**src/rtl/booth_seq_ctrl.sv**
```systemverilog
`default_nettype none
// ============================================================================
//  Module      : booth_seq_ctrl
//  Description : Sequential radix-2 Booth multiplier controller. Accepts one
//                signed operand pair over a valid/ready handshake, runs WIDTH
//                add/shift iterations and returns the signed 2*WIDTH-bit
//                product over a second valid/ready handshake. One
//                multiplication is in flight at a time.
//
//  Ports       : clk          - clock, rising edge
//                rst_n        - asynchronous active-low reset
//                in_valid     - operand pair valid
//                in_ready     - operands can be accepted (IDLE only)
//                multiplicand - signed M, sampled on input handshake
//                multiplier   - signed Q, sampled on input handshake
//                out_valid    - product valid (DONE only)
//                out_ready    - consumer accepts product
//                product      - signed M*Q
//                busy         - high while calculating or holding a result
//
//  Revision    : 1.0  initial release
// ============================================================================
module booth_seq_ctrl #(
    parameter int WIDTH = 16
) (
    input  logic                 clk,
    input  logic                 rst_n,
    input  logic                 in_valid,
    output logic                 in_ready,
    input  logic [WIDTH-1:0]     multiplicand,
    input  logic [WIDTH-1:0]     multiplier,
    output logic                 out_valid,
    input  logic                 out_ready,
    output logic [2*WIDTH-1:0]   product,
    output logic                 busy
);

    localparam int CNT_W = $clog2(WIDTH + 1);

    localparam logic [1:0] S_IDLE = 2'd0;
    localparam logic [1:0] S_CALC = 2'd1;
    localparam logic [1:0] S_DONE = 2'd2;

    localparam logic [CNT_W-1:0] c_cnt_load = CNT_W'(WIDTH);
    localparam logic [CNT_W-1:0] c_cnt_one  = CNT_W'(1);
    localparam logic [WIDTH:0]   c_one      = {{WIDTH{1'b0}}, 1'b1};

    logic [1:0]           r_state;
    logic [1:0]           w_state_nxt;

    // A and M carry one extra bit so that negating -2^(WIDTH-1) cannot overflow.
    logic [WIDTH:0]       r_a;
    logic [WIDTH:0]       r_m;
    logic [WIDTH-1:0]     r_q;
    logic                 r_q1;
    logic [CNT_W-1:0]     r_cnt;
    logic [2*WIDTH-1:0]   r_product;

    logic                 w_accept;
    logic                 w_last;
    logic [WIDTH:0]       w_m_neg;
    logic [WIDTH:0]       w_mux;
    logic [WIDTH:0]       w_sum;
    logic [WIDTH:0]       w_a_nxt;
    logic [WIDTH-1:0]     w_q_nxt;
    logic                 w_q1_nxt;

    assign w_accept = (r_state == S_IDLE) && in_valid;
    assign w_last   = (r_state == S_CALC) && (r_cnt == c_cnt_one);

    // Booth recoding table: {Q[0],Q_1} = 01 adds M, 10 subtracts M, else 0.
    assign w_m_neg = (~r_m) + c_one;

    always_comb begin
        w_mux = '0;
        case ({r_q[0], r_q1})
            2'b01:   w_mux = r_m;
            2'b10:   w_mux = w_m_neg;
            default: w_mux = '0;
        endcase
    end

    // Add wraps mod 2^(WIDTH+1); the arithmetic shift of {sum,Q,Q_1} replicates sum's MSB.
    assign w_sum    = r_a + w_mux;
    assign w_a_nxt  = {w_sum[WIDTH], w_sum[WIDTH:1]};
    assign w_q_nxt  = {w_sum[0], r_q[WIDTH-1:1]};
    assign w_q1_nxt = r_q[0];

    // ------------------------------------------------------------------
    // FSM: state register
    // ------------------------------------------------------------------
    always_ff @(posedge clk or negedge rst_n) begin
        if (!rst_n) begin
            r_state <= S_IDLE;
        end else begin
            r_state <= w_state_nxt;
        end
    end

    // ------------------------------------------------------------------
    // FSM: next-state logic
    // ------------------------------------------------------------------
    always_comb begin
        w_state_nxt = r_state;
        case (r_state)
            S_IDLE:  if (in_valid)  w_state_nxt = S_CALC;
            S_CALC:  if (w_last)    w_state_nxt = S_DONE;
            S_DONE:  if (out_ready) w_state_nxt = S_IDLE;
            default:                w_state_nxt = S_IDLE;
        endcase
    end

    // ------------------------------------------------------------------
    // FSM: outputs (pure functions of state, so no input-to-output paths)
    // ------------------------------------------------------------------
    always_comb begin
        in_ready  = 1'b0;
        out_valid = 1'b0;
        busy      = 1'b0;
        case (r_state)
            S_IDLE:  in_ready = 1'b1;
            S_CALC:  busy     = 1'b1;
            S_DONE: begin
                out_valid = 1'b1;
                busy      = 1'b1;
            end
            default: in_ready = 1'b0;
        endcase
    end

    assign product = r_product;

    // ------------------------------------------------------------------
    // Datapath registers
    // ------------------------------------------------------------------
    always_ff @(posedge clk or negedge rst_n) begin
        if (!rst_n) begin
            r_a       <= '0;
            r_m       <= '0;
            r_q       <= '0;
            r_q1      <= 1'b0;
            r_cnt     <= '0;
            r_product <= '0;
        end else if (w_accept) begin
            r_a   <= '0;
            r_m   <= {multiplicand[WIDTH-1], multiplicand};
            r_q   <= multiplier;
            r_q1  <= 1'b0;
            r_cnt <= c_cnt_load;
        end else if (r_state == S_CALC) begin
            r_a   <= w_a_nxt;
            r_q   <= w_q_nxt;
            r_q1  <= w_q1_nxt;
            r_cnt <= r_cnt - c_cnt_one;
            // The low 2*WIDTH bits of {A,Q} already hold the exact product.
            if (w_last) begin
                r_product <= {w_a_nxt[WIDTH-1:0], w_q_nxt};
            end
        end
    end

endmodule
`default_nettype wire
```
**config.mk**
```make
export PLATFORM = sky130hd
export DESIGN_NAME = booth_seq_ctrl
export DESIGN_NICKNAME = d
export VERILOG_FILES = /design/src/rtl/booth_seq_ctrl.sv
export SDC_FILE = /design/constraint.sdc
export NUM_CORES = 1
export LEC_CHECK = 0
export BUFFER_PORTS_ARGS = -buffer_cell sky130_fd_sc_hd__buf_2
export CORE_UTILIZATION = 58
export DETAILED_ROUTE_END_ITERATION = 7
export PLACE_DENSITY = 0.81
export SLEW_MARGIN = 40
export SYNTH_ARGS = -nofsm -noshare
export SYNTH_HDL_FRONTEND = slang
export SYNTH_SLANG_ARGS = --single-unit
```
**constraint.sdc**
```tcl
create_clock -name clk -period 4.1 [get_ports clk]
set_input_delay 0 -clock clk [delete_from_list [all_inputs] [get_ports clk]]
set_output_delay 0 -clock clk [all_outputs]
set_load 0.005 [all_outputs]
```
==> impl_metrics.toml <==
[yosys]
yosys.area.top_type = "dfrtp_1"
syn-num-nets = 551
ys_seq_elements = 88
synthCells = 490
yosysTopAreaCellShare_pct = 45.2
avgSynthCellArea_um2 = 9.94
synth_cell_type_count = 57
synth-edff-count = 0
yosysSeqAreaShare_pct = 45.2
netlist_top_cells_area = "dfrtp_1 45%, nand2_1 6.5%, ha_1 6.2%, mux2i_1 6.0%, mux2_2 5.6%"
synth-warning-count = 0
syn_area_mm2 = 0.00487
async_flop_share_pct = 100
synth_flop_cell = "dfrtp_1"

[route]
top_layer_used = "met4"
avgRoutedWirePerCell_um = 15.8
routed-wl-met2_mm = 5.26
drcViolationCount = 0
first_pass_iters = 5
viasPerCell = 5.61
num_vias = 3889
totalWireLength_mm = 10.9
first_iter_violations = 204
wl_met1_mm = 4.97
wl_met3_um = 497
ant_nets = 0

[setup_path]
critPathLaunchType = "flop"
reg2reg_depth = 13
crit_type = "flop to flop"
cp.depth = 13
path_common_cell = "a21oi_1"
required_ns = 4.33
critPathBufInv = 0
crit_chain = "nor4_1 > nand3_1 > xor2_1 > a22oi_1 > nor2_1 > ha_1 > a21oi_1 > o21ai_1 > and3_1 > a311oi_1 > a21oi_1 > xnor2_1 > o21ai_0"
crit_slowest_cell = "nor4_1"
cp.arrival_ns = 3.85
cp_max_fo = 6
end_kind = "flop"
cpLargestDelayFamily = "compound AO/OA/AOI/OAI gates"
critPathMaxStageDelay_ns = 0.47

[sta]
fin_worst_skew_ns = 0.0138
fmax_mhz = 276
hold-worst-slack_ns = 0.0375
maxSlewViolCount = 0
finalSetupViolCount = 0
worstMarginPinSlew_ns = 0.686
finalSetupTns_ns = 0
period_minus_slack_ns = 3.62
rsz0062_at_grt = "no"
fin_crit_sh_pct = 88.3
hold_viol = 0
max-slew-margin-rel_pct = 54.3

[clock_network]
clock-sinks = 88
cts.clk_slew.worst_paths_ns = 0.10
cts_max_path_buffers = 2
cts_made_buffers = 9
clk_latency_ns = 0.36
htree_levels = 3
post_cts_buffers = 0
cts_root_buf = "clkbuf_8"
cts_tree = "done"

[global_route]
grt_pass1_wl_mm = 18.0
first_global_vias = 3779
grtUsageTotal_pct = 26.4
grt_remaining_overflow = 0
antenna_found_initial = 0
grt_max_degree = 89

[hold_path]
hp-class = "primary input to flop"
hold_depth = 3

[place]
port_buffers = 70
placed_area_mm2 = 0.00525
dpl.hpwl_mm = 7.00
gp_congestion = 0.904

[pwr]
max-vdd-ir-drop_v = 0.000431
report.power.total_mw = 4.08
p_leak_nw = 2.92
powerDensity_mw_per_mm2 = 704

[status]
outcome = "finished clean"

[layout]
area_growth_pct = 19.0
layout-drive-gt1-share_pct = 20.9
finish.utilization_pct = 70.9
design.final.nets = 644
fin_area_mm2 = 0.00579
diodes = 0

[floorplanning]
die_w_um = 93.6
die-area_mm2 = 0.00876
ioPinCount = 71
start_util_pct = 59.6
die_h_um = 93.6
coreArea_mm2 = 0.00818
rows = 33

[flow_run]
cap_violations = 0
## cells by family (layout without fill, tap and decap cells)
logic type	count (synthesis)	count (layout)	synth area share, %
fa+ha+maj	25	25	6.58
buf+inv	36	134	3.75
mux	55	55	12.0
compound gates	94	94	12.2
xor+xnor	29	29	5.53
flops	88	88	45.2
simple gates	163	163	14.7
## sequential cells by signal, indices dropped and copies added (netlist names)
register  cells
product      32
r_a          16
r_cnt         5
r_m          16
r_q          16
r_q1          1
r_state       2
## path summary, 6_finish.rpt
kind,startpoint,end,slack [ns]
min in group asynchronous,rst_n,r_q[10],0.25
min reg2reg,product[24],product[24],0.49
max in group asynchronous,rst_n,r_state[0],3.37
min,out_ready,r_state[1],0.04
max,r_m[4],product[30],0.48
max reg2reg,r_m[4],product[30],0.48
## cells in the mapped netlist, types with 2 or more instances
| cell | n |
|---|---|
| a221o_1 | 2 |
| and2_1 | 4 |
| o21ai_0 | 30 |
| mux2i_1 | 29 |
| clkbuf_1 | 17 |
| a211oi_1 | 3 |
| a32oi_1 | 2 |
| or3_1 | 4 |
| xor2_1 | 9 |
| a21o_1 | 8 |
| nand2b_1 | 3 |
| dfrtp_1 | 88 |
| o31ai_1 | 2 |
| nand2_1 | 84 |
| a21oi_1 | 17 |
| nand3_1 | 8 |
| nand4_1 | 2 |
| nor4_1 | 4 |
| buf_1 | 2 |
| a22oi_1 | 12 |
| ha_1 | 24 |
| buf_6 | 2 |
| mux2_1 | 2 |
| xnor2_1 | 19 |
| nor2_1 | 37 |
| o21ai_1 | 4 |
| o22ai_1 | 2 |
| nor3_1 | 8 |
| inv_1 | 10 |
| or4_4 | 2 |
| mux2_2 | 24 |
## metrics by stage
| stage | instances | setup slack, ns |
|---|---|---|
| floorplan | 490 | 0.645 |
| CTS | 693 | 0.514 |
| global route | 693 | 0.117 |
| global placement | 644 | 0.645 |
| finish | 693 | 0.479 |
| detailed placement | 644 | 0.534 |
## metal layers
metal | vias to the layer above | track usage (%)
li1 | 1888 | -
met4 | 0 | 8.85
met2 | 118 | 43.4
met5 | - | 0
met3 | 19 | 3.50
met1 | 1864 | 36.1
## layout make-up
class / instances / area [µm²]
fillers: 585 / 2380
clock inverters: 7 / 86.3
inverters: 11 / 41.3
clock buffers: 9 / 124
repair buffers: 107 / 719
flip-flops and latches: 88 / 2200
well taps: 105 / 131
multi-input cells: 366 / 2490
## power breakdown
part           internal, mW  switching (mW)  total, mW
clock network         0.298           0.343      0.641
registers              1.22           0.304       1.53
logic                 0.863            1.05       1.91
## layout by cell type (no fill, tap or decap), types with 12 or more instances in the layout
cell	instances
o21ai_0	30
nand2_1	83
dfrtp_1	88
dlygate4sd3_1	33
mux2i_1	29
buf_2	69
xnor2_1	19
a21oi_1	17
nor2_1	37
mux2_2	24
ha_1	23
a22oi_1	12
## worst register-to-register path, cell delays in order, from the launching register on
cell      delay [ns]
dfrtp_1         0.44
nor4_1          0.47
nand3_1         0.30
xor2_1          0.21
a22oi_1         0.15
nor2_1          0.07
ha_1            0.33
a21oi_1         0.29
o21ai_1         0.20
and3_1          0.23
a311oi_1        0.38
a21oi_1         0.14
xnor2_1         0.20
o21ai_0         0.11
## timing repair
item | CTS | global route
endpoints found under the setup margin | 0 | 0
resized for setup | 0 | 0
endpoints found under the hold margin | 120 | 0
hold buffers | 33 | 0
No activity file was read; power rests on OpenSTA's default activity.
